$ cat src/rtl/sad_pkg.sv
// Shared definitions for the SAD minimum tracker.
// Holds the controller state type, default lane widths and helpers that
// locate one lane inside a packed multi-lane bus.
package sad_pkg;

  typedef enum logic [1:0] {
    ST_IDLE   = 2'd0,
    ST_SEARCH = 2'd1,
    ST_DONE   = 2'd2
  } state_t;

  localparam int SAD_W_DEF = 14;
  localparam int IDX_W_DEF = 10;

  // Lowest bit of lane 'lane' in a bus packed with 'width'-bit lanes.
  function automatic int lane_lo(input int lane, input int width);
    return lane * width;
  endfunction

  // Highest bit of lane 'lane' in a bus packed with 'width'-bit lanes.
  function automatic int lane_hi(input int lane, input int width);
    return lane * width + width - 1;
  endfunction

endpackage

$ cat src/rtl/sad_min_lane.sv
// One partition lane of the SAD minimum tracker.
// Keeps the smallest SAD seen since the last clear and the candidate index
// at which it was taken. A strict compare keeps the earliest candidate on ties,
// and the all-ones clear value can never be replaced by an all-ones SAD.
// Ports:
//   clk, rst_n      clock, synchronous active-low reset
//   clear           reload minimum to all-ones and index to zero
//   en              a candidate is accepted this cycle
//   sad, idx        candidate SAD for this lane and its index
//   min_sad,min_idx current minimum and its index
module sad_min_lane
  import sad_pkg::*;
#(
  parameter int SAD_W = SAD_W_DEF,
  parameter int IDX_W = IDX_W_DEF
) (
  input  logic             clk,
  input  logic             rst_n,
  input  logic             clear,
  input  logic             en,
  input  logic [SAD_W-1:0] sad,
  input  logic [IDX_W-1:0] idx,
  output logic [SAD_W-1:0] min_sad,
  output logic [IDX_W-1:0] min_idx
);

  always_ff @(posedge clk) begin
    if (!rst_n || clear) begin
      min_sad <= '1;
      min_idx <= '0;
    end else if (en && (sad < min_sad)) begin
      min_sad <= sad;
      min_idx <= idx;
    end
  end

endmodule

$ cat src/rtl/sad_min_track.sv
// SAD minimum tracker: follows the per-partition minimum SAD and its
// candidate index over a search of N_CAND candidates.
// Ports:
//   clk, rst_n         clock, synchronous active-low reset
//   start              begin (or restart) a search, clears all minima
//   sad_valid          sad_in / cand_idx carry a candidate this cycle
//   sad_in             packed lane SADs, lane p at [p*SAD_W +: SAD_W]
//   cand_idx           index of the presented candidate
//   min_sad, min_idx   per-lane minimum and index, same packing
//   cand_cnt           candidates accepted in the current search
//   busy               search in progress
//   done               one-cycle pulse when results are final
//
// state     | meaning
// ST_IDLE   | waiting for start, previous results held
// ST_SEARCH | accepting candidates
// ST_DONE   | last candidate taken, results final for one cycle
module sad_min_track
  import sad_pkg::*;
#(
  parameter int N_PART = 8,
  parameter int SAD_W  = SAD_W_DEF,
  parameter int IDX_W  = IDX_W_DEF,
  parameter int N_CAND = 1024
) (
  input  logic                    clk,
  input  logic                    rst_n,
  input  logic                    start,
  input  logic                    sad_valid,
  input  logic [N_PART*SAD_W-1:0] sad_in,
  input  logic [IDX_W-1:0]        cand_idx,
  output logic [N_PART*SAD_W-1:0] min_sad,
  output logic [N_PART*IDX_W-1:0] min_idx,
  output logic [IDX_W:0]          cand_cnt,
  output logic                    busy,
  output logic                    done
);

  // Count value held while the final candidate is presented.
  localparam logic [IDX_W:0] CNT_LAST = (IDX_W+1)'(N_CAND - 1);

  state_t state, state_nxt;
  logic   lane_clr;
  logic   lane_en;

  always_comb begin
    state_nxt = state;
    lane_clr  = 1'b0;
    lane_en   = 1'b0;
    unique case (state)
      ST_IDLE: begin
        if (start) begin
          state_nxt = ST_SEARCH;
          lane_clr  = 1'b1;
        end
      end
      ST_SEARCH: begin
        // A restart discards any candidate presented in the same cycle.
        if (start) begin
          lane_clr = 1'b1;
        end else if (sad_valid) begin
          lane_en = 1'b1;
          if (cand_cnt == CNT_LAST) state_nxt = ST_DONE;
        end
      end
      ST_DONE: begin
        lane_clr  = start;
        state_nxt = start ? ST_SEARCH : ST_IDLE;
      end
      default: state_nxt = ST_IDLE;
    endcase
  end

  always_ff @(posedge clk) begin
    if (!rst_n) begin
      state    <= ST_IDLE;
      cand_cnt <= '0;
      busy     <= 1'b0;
      done     <= 1'b0;
    end else begin
      state <= state_nxt;
      busy  <= (state_nxt == ST_SEARCH);
      done  <= (state_nxt == ST_DONE);
      if (lane_clr)     cand_cnt <= '0;
      else if (lane_en) cand_cnt <= cand_cnt + (IDX_W+1)'(1);
    end
  end

  for (genvar p = 0; p < N_PART; p++) begin : g_lane
    sad_min_lane #(
      .SAD_W (SAD_W),
      .IDX_W (IDX_W)
    ) u_lane (
      .clk     (clk),
      .rst_n   (rst_n),
      .clear   (lane_clr),
      .en      (lane_en),
      .sad     (sad_in[lane_hi(p, SAD_W):lane_lo(p, SAD_W)]),
      .idx     (cand_idx),
      .min_sad (min_sad[lane_hi(p, SAD_W):lane_lo(p, SAD_W)]),
      .min_idx (min_idx[lane_hi(p, IDX_W):lane_lo(p, IDX_W)])
    );
  end

endmodule

$ cat config.mk
export PLATFORM = sky130hd
export DESIGN_NAME = sad_min_track
export DESIGN_NICKNAME = d
export VERILOG_FILES = /design/src/rtl/sad_pkg.sv /design/src/rtl/sad_min_lane.sv /design/src/rtl/sad_min_track.sv
export SDC_FILE = /design/constraint.sdc
export NUM_CORES = 1
export LEC_CHECK = 0
export CAP_MARGIN = 30
export CORE_MARGIN = 2
export CORE_UTILIZATION = 30
export DETAILED_ROUTE_END_ITERATION = 7
export PLACE_DENSITY = 0.66
export SLEW_MARGIN = 20
export SYNTH_ARGS = -nofsm -noshare
export SYNTH_HDL_FRONTEND = slang
export SYNTH_SLANG_ARGS = --single-unit
$ cat constraint.sdc
create_clock -name clk -period 2.26 [get_ports clk]
set_input_delay 0.565 -clock clk [delete_from_list [all_inputs] [get_ports clk]]
set_output_delay 0.565 -clock clk [all_outputs]
set_load 0.02 [all_outputs]
==> summary.json <==
{
  "outcome": {"value": "complete, no violations"},
  "synth.cell_area": {"value": 10600, "unit": "um^2"},
  "power.static_leakage": {"value": 0.00755, "unit": "uW"},
  "r2r_slack": {"value": 0.18, "unit": "ns"},
  "avgViaCountPerCell": {"value": 4.60},
  "remaining_drcs": {"value": 0},
  "asyncSetResetFlopFracSynth": {"value": 0, "unit": "%"},
  "overflow": {"value": 0},
  "pin_count": {"value": 331},
  "detail_route.wl_per_cell": {"value": 15.4, "unit": "um"},
  "nNetsFinal": {"value": 1801},
  "power_density": {"value": 545, "unit": "nW/um^2"},
  "numPortBuffers": {"value": 330},
  "synth_xor_xnor_area_share": {"value": 0.828, "unit": "%"},
  "count_of_unique_library_cells_instantiated_by_yosys": {"value": 38},
  "initial_core_util": {"value": 30.6, "unit": "%"},
  "finalHoldViolCount": {"value": 0},
  "ys_top_cells_by_count": {"value": "237 x nor2_1, 207 x dfxtp_1, 193 x mux2i_1, 111 x nand2_1, 106 x inv_1"},
  "critPathCaptureType": {"value": "output port"},
  "synth-edff-count": {"value": 0},
  "dr_pass1_iterations": {"value": 5},
  "final_core_utilization": {"value": 46.3, "unit": "%"},
  "synth_nets": {"value": 1417},
  "drv.max_cap_violation_count": {"value": 0},
  "cp_max_fo": {"value": 6},
  "drt_iter0_drc": {"value": 301},
  "fin_total_pwr": {"value": 8740, "unit": "uW"},
  "cts-root-to-sink-buffers": {"value": 3},
  "synth_largest_type_area_fraction": {"value": 39.2, "unit": "%"},
  "critical_path.endpoint": {"value": "cand_cnt[6]"},
  "ys_ff_latch": {"value": 207},
  "synth_largest_area_cell": {"value": "dfxtp_1"},
  "grt_util_all_layers": {"value": 16.6, "unit": "%"},
  "r2r_end": {"value": "g_lane[4].u_lane.min_sad[6]"},
  "worst_path_largest_cell_delay": {"value": 0.66, "unit": "ns"},
  "clk_root_buffer_cell": {"value": "clkbuf_16"},
  "synth_top_family_by_area": {"value": "multiplexers"},
  "ys_seq_area_share": {"value": 39.2, "unit": "%"},
  "worst_hold_path_type": {"value": "in -> reg"},
  "grt_max_degree": {"value": 80},
  "synthFlopType": {"value": "dfxtp_1"},
  "finalClockSkew": {"value": 0.0209, "unit": "ns"},
  "maxClockFrequency": {"value": 456, "unit": "MHz"},
  "period_needed": {"value": 2.19, "unit": "ns"},
  "yosys.cell_count.top_type": {"value": "nor2_1"},
  "post_synth_main_area_contributors": {"value": "dfxtp_1 39%, mux2i_1 18%, ha_1 12%"},
  "muxShareOfSynthArea": {"value": 18.3, "unit": "%"},
  "count_of_hold_buffers_inserted_by_post_cts_repair": {"value": 0},
  "critical_path_arrival": {"value": 1.63, "unit": "ns"},
  "max_slew.worst_pin.slew": {"value": 0.610, "unit": "ns"},
  "worstSetupStartpointType": {"value": "flip-flop"},
  "synth_area_per_cell": {"value": 8.92, "unit": "um^2"},
  "slew_viol_final": {"value": 0},
  "critical_path_required": {"value": 1.69, "unit": "ns"},
  "grt_pass1_wl": {"value": 48900, "unit": "um"},
  "worst_ir_drop_vdd": {"value": 0.527, "unit": "mV"},
  "vias_in_the_first_global_route": {"value": 9467},
  "dieWidth": {"value": 192, "unit": "um"},
  "standard_cell_rows": {"value": 68},
  "simple_gate_share_of_the_synthesized_area": {"value": 16.0, "unit": "%"},
  "globalplace.congestion": {"value": 0.827},
  "preCtsSetupSlack": {"value": -0.479, "unit": "ns"},
  "antenna_found_initial": {"value": 1},
  "timing.final.setup_violations": {"value": 0},
  "rsz0062_at_grt": {"value": "no"},
  "post_synth_fa_ha_maj_area_fraction": {"value": 12.4, "unit": "%"},
  "area.growth.synth_to_final": {"value": 51.6, "unit": "%"},
  "r2r_start": {"value": "g_lane[4].u_lane.min_sad[3]"},
  "clock_sinks": {"value": 207},
  "path_clk_slew": {"value": 0.06, "unit": "ns"},
  "critPathSlowestCell": {"value": "clkdlybuf4s50_1"},
  "routed-via-count": {"value": 9403},
  "yosys_warnings": {"value": 0},
  "worst_setup_path_startpoint": {"value": "cand_cnt[6]"},
  "clk_latency": {"value": 0.54, "unit": "ns"},
  "die_h": {"value": 192, "unit": "um"},
  "numCtsBuffers": {"value": 25},
  "crit_type": {"value": "reg -> out"},
  "core_area": {"value": 34600, "unit": "um^2"},
  "fin_worst_hold_slack": {"value": 0.415, "unit": "ns"},
  "tritoncts": {"value": "built"},
  "finalWorstSetupSlack": {"value": 0.0673, "unit": "ns"},
  "layout_worst_path_cycle_share": {"value": 97.0, "unit": "%"},
  "cp_num_buf_inv": {"value": 1},
  "htree_levels": {"value": 1},
  "final_layout_size_suffix_gt1_share": {"value": 8.44, "unit": "%"},
  "crit_family": {"value": "buffers and inverters"},
  "dpl.hpwl": {"value": 23800, "unit": "um"},
  "rr_worst_depth": {"value": 9},
  "maxSlewHeadroom": {"value": 58.9, "unit": "%"},
  "path_cells": {"value": "clkdlybuf4s50_1"},
  "design.die.area": {"value": 36800, "unit": "um^2"},
  "post_synth_inst_count": {"value": 1186},
  "totalWireLength": {"value": 31500, "unit": "um"},
  "synth-compound-area-share": {"value": 6.98, "unit": "%"},
  "antenna_violating_nets_post_route": {"value": 0},
  "cp_num_cells": {"value": 1}
}
-- cell families (layout without fill, tap and decap cells) --
logic type | after synthesis | after routing
fa+ha+maj | 105 | 105
mux | 193 | 193
xor+xnor | 10 | 10
flops | 207 | 207
other cells | 0 | 3
buf+inv | 158 | 560
simple gates | 410 | 410
compound gates | 103 | 103
-- layout make-up --
class                      count  area [um^2]
antenna                        3         7.51
clock inverter                10         96.3
timing repair buffer         409         4300
multi-input combinational    821         5810
sequential                   207         4140
tap                          455          569
clock buffer                  35          713
fill                        3261        18600
inverter                     106          398
-- per-layer routing --
layer / global-route usage (%) / part of all wire [%] / up-vias
met5: 0 / 0 / -
met4: 6.42 / 3.6 / 0
met3: 4.99 / 7.9 / 54
met2: 27.4 / 45 / 257
met1: 20.2 / 43 / 4363
li1: - / - / 4729
-- registers in the layout (all words and copies together) (netlist names) --
register / count
done: 1
g_lane.u_lane.min_idx: 80
busy: 1
state: 2
cand_cnt: 11
g_lane.u_lane.min_sad: 112
-- worst min-delay path by stage --
stage / slack, ns / endpoint / cells past startpoint / startpoint
6_report: 0.41 / g_lane[4].u_lane.min_sad[3] / 3 / sad_in[59]
5_1_grt: 0.42 / g_lane[4].u_lane.min_sad[3] / 3 / sad_in[59]
4_1_cts: 0.46 / g_lane[6].u_lane.min_idx[4] / 2 / g_lane[6].u_lane.min_idx[4]
3_5_place_dp: 0.45 / g_lane[0].u_lane.min_idx[7] / 2 / g_lane[0].u_lane.min_idx[7]
2_1_floorplan: 0.53 / g_lane[0].u_lane.min_idx[0] / 2 / g_lane[0].u_lane.min_idx[0]
3_3_place_gp: 0.44 / g_lane[2].u_lane.min_idx[5] / 2 / g_lane[2].u_lane.min_idx[5]
-- power breakdown --
part	internal (uW)	leakage [uW]	switching [uW]
clock network	2320	0.000402	1660
logic	552	0.00547	479
registers	3690	0.00168	29.0
total	6570	0.00755	2170
-- through the flow --
stage,area (um^2),TNS (ns),instances
detailed placement,15200,-70.38,1996
CTS,16000,0,2041
global placement,15200,-64.49,1996
floorplan,10600,0,1186
global route,16000,0,2044
finish,16000,0,2046
-- cell usage in the layout (no fill, tap or decap), types with 3 or more instances in the layout --
cell type and n:
xnor2_1 5, clkbuf_8 5, nor3_1 10, a211oi_1 7, a21o_1 13, a211o_1 8
clkbuf_1 5, xor2_1 5, clkdlybuf4s50_1 329, o21a_1 15, diode_2 3, a21oi_1 34
buf_4 47, nor2_1 237, dfxtp_1 207, nand2_1 110, o21ai_0 7, ha_1 104
clkbuf_16 26, o211ai_1 7, nand2b_1 8, nand4_1 26, nand3_1 7, clkinv_2 6
a21oi_4 6, mux2i_1 193, inv_1 106, buf_12 31
-- timing repair --
item                                    CTS  global route
resized for setup                         0             3
setup buffers                             0             1
endpoints found under the setup margin    0             3
(Power assumes the default switching activity.)
